===== config.mk =====
export PLATFORM = sky130hd
export DESIGN_NAME = sd_cmd_serdes
export DESIGN_NICKNAME = d
export VERILOG_FILES = /design/src/rtl/sd_cmd_serdes.sv
export SDC_FILE = /design/constraint.sdc
export NUM_CORES = 1
export LEC_CHECK = 0
export ABC_AREA = 1
export BUFFER_PORTS_ARGS = -buffer_cell sky130_fd_sc_hd__buf_2
export CORE_ASPECT_RATIO = 1.25
export CORE_MARGIN = 3
export CORE_UTILIZATION = 25
export CTS_CLUSTER_DIAMETER = 120
export DETAILED_ROUTE_END_ITERATION = 8
export SLEW_MARGIN = 20
export SYNTH_ARGS = -nofsm -noshare
export SYNTH_HDL_FRONTEND = slang
export SYNTH_SLANG_ARGS = --single-unit

===== constraint.sdc =====
create_clock -name sd_clock -period 4.2 [get_ports sd_clock]
set_input_delay 1.26 -clock sd_clock [delete_from_list [all_inputs] [get_ports sd_clock]]
set_output_delay 1.26 -clock sd_clock [all_outputs]
set_load 0.01 [all_outputs]

===== src/rtl/sd_cmd_serdes.sv =====
`default_nettype none
// ============================================================================
//  Module      : sd_cmd_serdes
//  Description : SD CMD-line serializer/deserializer. Builds and shifts out
//                48-bit command frames with CRC7, and captures 48/136-bit
//                responses with CRC7 and end-bit checking.
//  Revision    : 1.0 - initial release
// ============================================================================
module sd_cmd_serdes #(
    parameter int CMD_BITS        = 48,
    parameter int SHORT_RESP_BITS = 48,
    parameter int LONG_RESP_BITS  = 136
) (
    input  logic                      sd_clock,
    input  logic                      reset,
    input  logic                      reset_wrapper,
    input  logic                      enable_pts,
    input  logic                      enable_stp,
    input  logic                      load_send,
    input  logic [5:0]                cmd_index,
    input  logic [31:0]               cmd_arg,
    input  logic                      long_response,
    input  logic                      cmd_in,
    output logic                      cmd_out,
    output logic                      cmd_oe,
    output logic                      transmission_complete,
    output logic                      reception_complete,
    output logic [LONG_RESP_BITS-1:0] pad_response,
    output logic                      crc_error,
    output logic                      end_bit_error
);

    localparam int TX_CNT_W  = $clog2(CMD_BITS + 1);
    localparam int TX_DATA_W = CMD_BITS - 8;
    localparam int RX_CNT_W  = $clog2(LONG_RESP_BITS);
    localparam int PAD_W     = LONG_RESP_BITS - SHORT_RESP_BITS;

    // Bit-position milestones of the outgoing frame (counted in bits already sent)
    localparam logic [TX_CNT_W-1:0] c_tx_crc_first = TX_CNT_W'(CMD_BITS - 8);
    localparam logic [TX_CNT_W-1:0] c_tx_end_bit   = TX_CNT_W'(CMD_BITS - 1);
    localparam logic [TX_CNT_W-1:0] c_tx_done      = TX_CNT_W'(CMD_BITS);
    localparam logic [TX_CNT_W-1:0] c_tx_one       = TX_CNT_W'(1);

    // Frame-bit indices of the incoming response
    localparam logic [RX_CNT_W-1:0] c_rx_short_first = RX_CNT_W'(SHORT_RESP_BITS - 2);
    localparam logic [RX_CNT_W-1:0] c_rx_long_first  = RX_CNT_W'(LONG_RESP_BITS - 2);
    localparam logic [RX_CNT_W-1:0] c_rx_crc_lo      = RX_CNT_W'(8);
    localparam logic [RX_CNT_W-1:0] c_rx_crc_hi      = RX_CNT_W'(LONG_RESP_BITS - 9);
    localparam logic [RX_CNT_W-1:0] c_rx_one         = RX_CNT_W'(1);

    typedef enum logic [1:0] {
        TX_IDLE  = 2'd0,
        TX_SHIFT = 2'd1,
        TX_DONE  = 2'd2
    } tx_state_t;

    typedef enum logic [1:0] {
        RX_IDLE  = 2'd0,
        RX_WAIT  = 2'd1,
        RX_SHIFT = 2'd2,
        RX_DONE  = 2'd3
    } rx_state_t;

    // One serial step of CRC7, generator x^7 + x^3 + 1
    function automatic logic [6:0] crc7_step(input logic [6:0] crc, input logic bit_in);
        logic       fb;
        logic [6:0] nxt;
        fb     = bit_in ^ crc[6];
        nxt    = {crc[5:0], fb};
        nxt[3] = crc[2] ^ fb;
        return nxt;
    endfunction

    tx_state_t               r_tx_state;
    tx_state_t               w_tx_state_next;
    logic [TX_CNT_W-1:0]     r_tx_cnt;
    logic [TX_DATA_W-1:0]    r_tx_data;
    logic [6:0]              r_tx_crc;
    logic                    r_cmd_out;

    rx_state_t               r_rx_state;
    rx_state_t               w_rx_state_next;
    logic [RX_CNT_W-1:0]     r_rx_cnt;
    logic [LONG_RESP_BITS-2:0] r_rx_shift;
    logic [6:0]              r_rx_crc;
    logic                    r_rx_long;
    logic [LONG_RESP_BITS-1:0] w_rx_full;

    // Output enable and completion levels come straight from the state
    // registers, so an asynchronous reset releases the pad immediately.
    assign cmd_out               = r_cmd_out;
    assign cmd_oe                = (r_tx_state == TX_SHIFT);
    assign transmission_complete = (r_tx_state == TX_DONE);
    assign reception_complete    = (r_rx_state == RX_DONE);
    assign w_rx_full             = {r_rx_shift, cmd_in};

    // TX next-state: start on load, abort when the path is disabled
    always_comb begin
        w_tx_state_next = r_tx_state;
        case (r_tx_state)
            TX_IDLE:  if (enable_pts && load_send) w_tx_state_next = TX_SHIFT;
            TX_SHIFT: begin
                if (!enable_pts)                w_tx_state_next = TX_IDLE;
                else if (r_tx_cnt == c_tx_done) w_tx_state_next = TX_DONE;
            end
            TX_DONE:  if (!enable_pts) w_tx_state_next = TX_IDLE;
            default:  w_tx_state_next = TX_IDLE;
        endcase
    end

    // TX state register
    always_ff @(posedge sd_clock or negedge reset) begin
        if (!reset)             r_tx_state <= TX_IDLE;
        else if (reset_wrapper) r_tx_state <= TX_IDLE;
        else                    r_tx_state <= w_tx_state_next;
    end

    // TX datapath: header/index/argument, then CRC7, then end bit
    always_ff @(posedge sd_clock or negedge reset) begin
        if (!reset) begin
            r_tx_cnt  <= '0;
            r_tx_data <= '0;
            r_tx_crc  <= '0;
            r_cmd_out <= 1'b1;
        end else if (reset_wrapper) begin
            r_tx_cnt  <= '0;
            r_tx_data <= '0;
            r_tx_crc  <= '0;
            r_cmd_out <= 1'b1;
        end else begin
            case (r_tx_state)
                TX_IDLE: begin
                    if (w_tx_state_next == TX_SHIFT) begin
                        // Start bit goes out now; the shifter holds the rest of
                        // the header. A leading 0 leaves a zero CRC unchanged.
                        r_cmd_out <= 1'b0;
                        r_tx_data <= {1'b1, cmd_index, cmd_arg, 1'b0};
                        r_tx_crc  <= '0;
                        r_tx_cnt  <= c_tx_one;
                    end
                end
                TX_SHIFT: begin
                    if (w_tx_state_next != TX_SHIFT) begin
                        r_cmd_out <= 1'b1;
                        r_tx_cnt  <= '0;
                        r_tx_crc  <= '0;
                    end else begin
                        r_tx_cnt <= r_tx_cnt + c_tx_one;
                        if (r_tx_cnt < c_tx_crc_first) begin
                            r_cmd_out <= r_tx_data[TX_DATA_W-1];
                            r_tx_crc  <= crc7_step(r_tx_crc, r_tx_data[TX_DATA_W-1]);
                            r_tx_data <= {r_tx_data[TX_DATA_W-2:0], 1'b0};
                        end else if (r_tx_cnt < c_tx_end_bit) begin
                            r_cmd_out <= r_tx_crc[6];
                            r_tx_crc  <= {r_tx_crc[5:0], 1'b0};
                        end else begin
                            r_cmd_out <= 1'b1;
                        end
                    end
                end
                default: r_cmd_out <= 1'b1;
            endcase
        end
    end

    // RX next-state: never leave idle while TX owns or may own the line
    always_comb begin
        w_rx_state_next = r_rx_state;
        case (r_rx_state)
            RX_IDLE:  if (enable_stp && !enable_pts && !cmd_oe) w_rx_state_next = RX_WAIT;
            RX_WAIT: begin
                if (!enable_stp)  w_rx_state_next = RX_IDLE;
                else if (!cmd_in) w_rx_state_next = RX_SHIFT;
            end
            RX_SHIFT: begin
                if (!enable_stp)          w_rx_state_next = RX_IDLE;
                else if (r_rx_cnt == '0)  w_rx_state_next = RX_DONE;
            end
            RX_DONE:  if (!enable_stp) w_rx_state_next = RX_IDLE;
            default:  w_rx_state_next = RX_IDLE;
        endcase
    end

    // RX state register
    always_ff @(posedge sd_clock or negedge reset) begin
        if (!reset)             r_rx_state <= RX_IDLE;
        else if (reset_wrapper) r_rx_state <= RX_IDLE;
        else                    r_rx_state <= w_rx_state_next;
    end

    // RX datapath: shift in response, accumulate CRC, publish on last bit
    always_ff @(posedge sd_clock or negedge reset) begin
        if (!reset) begin
            r_rx_cnt      <= '0;
            r_rx_shift    <= '0;
            r_rx_crc      <= '0;
            r_rx_long     <= 1'b0;
            pad_response  <= '0;
            crc_error     <= 1'b0;
            end_bit_error <= 1'b0;
        end else if (reset_wrapper) begin
            r_rx_cnt      <= '0;
            r_rx_shift    <= '0;
            r_rx_crc      <= '0;
            r_rx_long     <= 1'b0;
            pad_response  <= '0;
            crc_error     <= 1'b0;
            end_bit_error <= 1'b0;
        end else begin
            case (r_rx_state)
                RX_IDLE: begin
                    if (w_rx_state_next == RX_WAIT) r_rx_long <= long_response;
                end
                RX_WAIT: begin
                    if (w_rx_state_next == RX_SHIFT) begin
                        r_rx_shift <= w_rx_full[LONG_RESP_BITS-2:0];
                        r_rx_cnt   <= r_rx_long ? c_rx_long_first : c_rx_short_first;
                        r_rx_crc   <= '0;
                    end
                end
                RX_SHIFT: begin
                    if (w_rx_state_next == RX_DONE) begin
                        // Received CRC sits in frame bits 7..1, i.e. the low
                        // seven bits of the shifter before bit 0 arrives.
                        r_rx_shift    <= w_rx_full[LONG_RESP_BITS-2:0];
                        r_rx_cnt      <= '0;
                        pad_response  <= r_rx_long ? w_rx_full
                                                   : {{PAD_W{1'b0}}, w_rx_full[SHORT_RESP_BITS-1:0]};
                        crc_error     <= (r_rx_crc != r_rx_shift[6:0]);
                        end_bit_error <= ~cmd_in;
                    end else if (w_rx_state_next == RX_SHIFT) begin
                        r_rx_shift <= w_rx_full[LONG_RESP_BITS-2:0];
                        r_rx_cnt   <= r_rx_cnt - c_rx_one;
                        // Long responses skip their 8-bit header; short ones
                        // start at the start bit, which is 0 and leaves CRC unchanged.
                        if (r_rx_cnt >= c_rx_crc_lo && r_rx_cnt <= c_rx_crc_hi)
                            r_rx_crc <= crc7_step(r_rx_crc, cmd_in);
                    end
                end
                default: ;
            endcase
        end
    end

endmodule
`default_nettype wire


==> impl_metrics.toml <==
[global_routing]
first_global_vias = 10658
gr-usage-all-layers = 0.117
antenna_violations_before_repair = 4
grt_first_pass_wirelength_microns = 56700
grt_max_degree = 91
global_route.overflow_total = 0

[synthesis]
yosysSeqAreaShare = 0.619
postSynth.asyncResetShare = 1.00
syn-instance-count = 1469
synthesis.nets = 1518
most_common_cell_in_the_synthesized_netlist = "sky130_fd_sc_hd__nand2_1"
post-synth-top-area-fraction = 0.618
ys_ff_latch = 346
synth_area_leaders = "sky130_fd_sc_hd__dfrtp_1 62%, sky130_fd_sc_hd__nand2_1 15%, sky130_fd_sc_hd__a22o_1 5.3%"
synth_top_cell_by_area = "sky130_fd_sc_hd__dfrtp_1"
synthesis.area_per_instance_sq_um = 9.52
ys_warn_count = 0
post_synth_most_frequent_cells = "548 x sky130_fd_sc_hd__nand2_1, 345 x sky130_fd_sc_hd__dfrtp_1, 107 x sky130_fd_sc_hd__nand3_1"
synth.lib_cells_used.distinct = 36
ys_dominant_reg_cell = "sky130_fd_sc_hd__dfrtp_1"
synth_enable_flop_cells = 0
netlist_area_sq_um = 14000

[power_and_ir_drop]
max-vdd-ir-drop_v = 0.000247
power.density_cell_area_nw_per_um2 = 440
p_leak_nw = 8.94
total_power_w = 0.00747

[placement]
detailed_place_hpwl_microns = 21400
place.gp.congestion = 0.791
placed_cells_incl_taps = 2320
io_buffer_count = 187
dpl_worst_slack_ns = 0.959

[min_path]
min_path_cells = 2
hold_path_class = "flip-flop to flip-flop"
min_to = "pad_response[111]$_DFFE_PN0P_"
hold_path_startpoint = "r_rx_shift[110]$_DFFE_PN0N_"

[floorplan]
die-area_sq_um = 58800
dieHeight_microns = 270
core_area_sq_um = 55100
top_level_ports = 188
initial_utilization = 0.254
fp.dieW_microns = 218
std_cell_rows = 96

[final_layout]
finalNonFillerCells = 2393
fill_cells = 5713
flow.area_growth_from_synthesis_pct = 21.5
nNetsFinal = 1675
final_layout_size_suffix_gt1_frac = 0.176

[clock_tree]
clock-sinks = 346
post_cts_buffers = 0
ctsLongestPathBuffers = 3
clock_latency_on_the_worst_skew_pair_ns = 0.55
ctsResizeCount = 0
h-tree-depth = 2
clk_pin_slew_worst_paths_ns = 0.07
cts_hold_repair.buffers = 0
ctsRootBufferMaster = "sky130_fd_sc_hd__clkbuf_16"
tritoncts_clock_tree = "done"
cts_buffers = 39

[worst_setup_path]
critical_path.reg2reg.endpoint = "r_rx_shift[97]$_DFFE_PN0N_"
worst_reg2reg_path_startpoint = "r_rx_state[1]$_DFF_PN0_"
timing.critical_path.arrival_ns = 1.44
crit_type = "flip-flop to output port"
maximum_fanout_count_along_the_critical_path = 5
crit_path_start = "r_tx_state[1]$_DFF_PN0_"
timing.reg2reg.worst_path_depth = 8
setup_crit_start_kind = "flip-flop"
regToRegSetupSlack_ns = 1.84
setup.worst_path.end_class = "output port"
worst_ep_required_time_ns = 2.94

[timing]
slew-limit-headroom = 0.330
unrepaired_setup_endpoints_after_global_routing = "no"
pin_slew_with_the_least_headroom_to_its_limit_ns = 1.00
finalCriticalPeriod_ns = 2.70
timing_max_transition_violations_final = 0
setup_violation_total_in_the_final_timing_report = 0
finalWorstSetupSlack_ns = 1.50
fin_worst_skew_ns = 0.0195
hold-worst-slack_ns = 0.470
max_freq_mhz = 371
hold_viol_final = 0
layout_worst_path_cycle_share = 0.642
totalNegativeSetupSlack_ns = 0

[drt]
drtPass1Iterations = 5
drc_errors = 0
detail_route.vias_per_cell = 4.43
route.final.wire_length_microns = 34100
initialDrtViolationCount = 580
drt-wirelength-per-cell_microns = 14.3
via_count = 10594
antenna_left = 0

[run]
cap_violations = 0

[outcome]
status = "complete, no violations"
-- layout by cell type (no fill, tap or decap), types with 6 or more instances in the layout --
cell type and n:
sky130_fd_sc_hd__buf_4 11, sky130_fd_sc_hd__inv_1 80, sky130_fd_sc_hd__inv_2 8, sky130_fd_sc_hd__o21ai_0 68, sky130_fd_sc_hd__nand3_1 107, sky130_fd_sc_hd__nor3_1 6
sky130_fd_sc_hd__buf_2 186, sky130_fd_sc_hd__nand4_1 8, sky130_fd_sc_hd__o22ai_1 48, sky130_fd_sc_hd__nand2_1 548, sky130_fd_sc_hd__a22o_1 85, sky130_fd_sc_hd__clkinvlp_4 6
sky130_fd_sc_hd__xor2_1 12, sky130_fd_sc_hd__clkbuf_16 41, sky130_fd_sc_hd__nor2_1 37, sky130_fd_sc_hd__dfrtp_1 345
-- sequential cells by signal, indices dropped and copies added (netlist names), 2 cells and up --
| signal | flops |
|---|---|
| pad_response | 136 |
| r_rx_cnt | 8 |
| r_rx_crc | 7 |
| r_rx_shift | 135 |
| r_rx_state | 2 |
| r_tx_cnt | 6 |
| r_tx_crc | 7 |
| r_tx_data | 39 |
| r_tx_state | 2 |
-- power breakdown --
| part | switching, W | internal, W |
|---|---|---|
| registers | 0.0000335 | 0.00339 |
| logic | 0.000290 | 0.000100 |
| clock network | 0.00148 | 0.00218 |
| total | 0.00180 | 0.00567 |
-- cell families (layout without fill, tap and decap cells) --
group	after synthesis	in the layout	share of synthesized area
and+or+nand+nor	716	716	0.208
DFF	346	346	0.619
adders and majority gates	3	3	0.00269
buffers and inverters	176	364	0.0551
xor gates and xnor gates	15	15	0.00940
AOI/OAI and AO/OA	213	213	0.105
other	0	1	0
-- layer usage --
metal | up-vias | share of wire | GRT usage
met3 | 64 | 0.055 | 0.0284
met1 | 5177 | 0.45 | 0.153
met5 | - | 0.0010 | 0
li1 | 5123 | - | -
met2 | 224 | 0.47 | 0.192
met4 | 6 | 0.021 | 0.0331
-- worst max path at each step --
stage                     slack [ns]                           to  cells past startpoint
after floorplan                 1.72   r_rx_shift[17]$_DFFE_PN0N_                      9
after global placement          0.96  r_rx_shift[110]$_DFFE_PN0N_                      8
after detailed placement        0.96  r_rx_shift[121]$_DFFE_PN0N_                      7
after CTS                       1.43                       cmd_oe                      4
after global routing            1.37                       cmd_oe                      4
final                           1.50                       cmd_oe                      4
-- worst max-delay path, stage by stage (launching register included) --
cell                      delay (ns)
sky130_fd_sc_hd__dfrtp_1        0.39
sky130_fd_sc_hd__inv_1          0.15
sky130_fd_sc_hd__nand2_2        0.08
sky130_fd_sc_hd__inv_2          0.10
sky130_fd_sc_hd__buf_2          0.18
-- per-stage QoR --
stage	utilization	cell area, sq um
after floorplan	-	14000
after global placement	0.283	15600
after detailed placement	0.283	15600
after CTS	0.308	17000
after global routing	0.308	17000
final	0.308	17000
-- final cells by class --
cell class	instances	area (sq um)	area share
Inverter	89	337	0.0198
Antenna cell	1	2.50	0.000147
Multi-Input combinational cell	947	4560	0.268
Tap cell	735	920	0.0541
Clock inverter	24	304	0.0179
Timing Repair Buffer	203	1130	0.0664
Sequential cell	346	8660	0.510
Clock buffer	48	1080	0.0637
(Power assumes the default switching activity.)
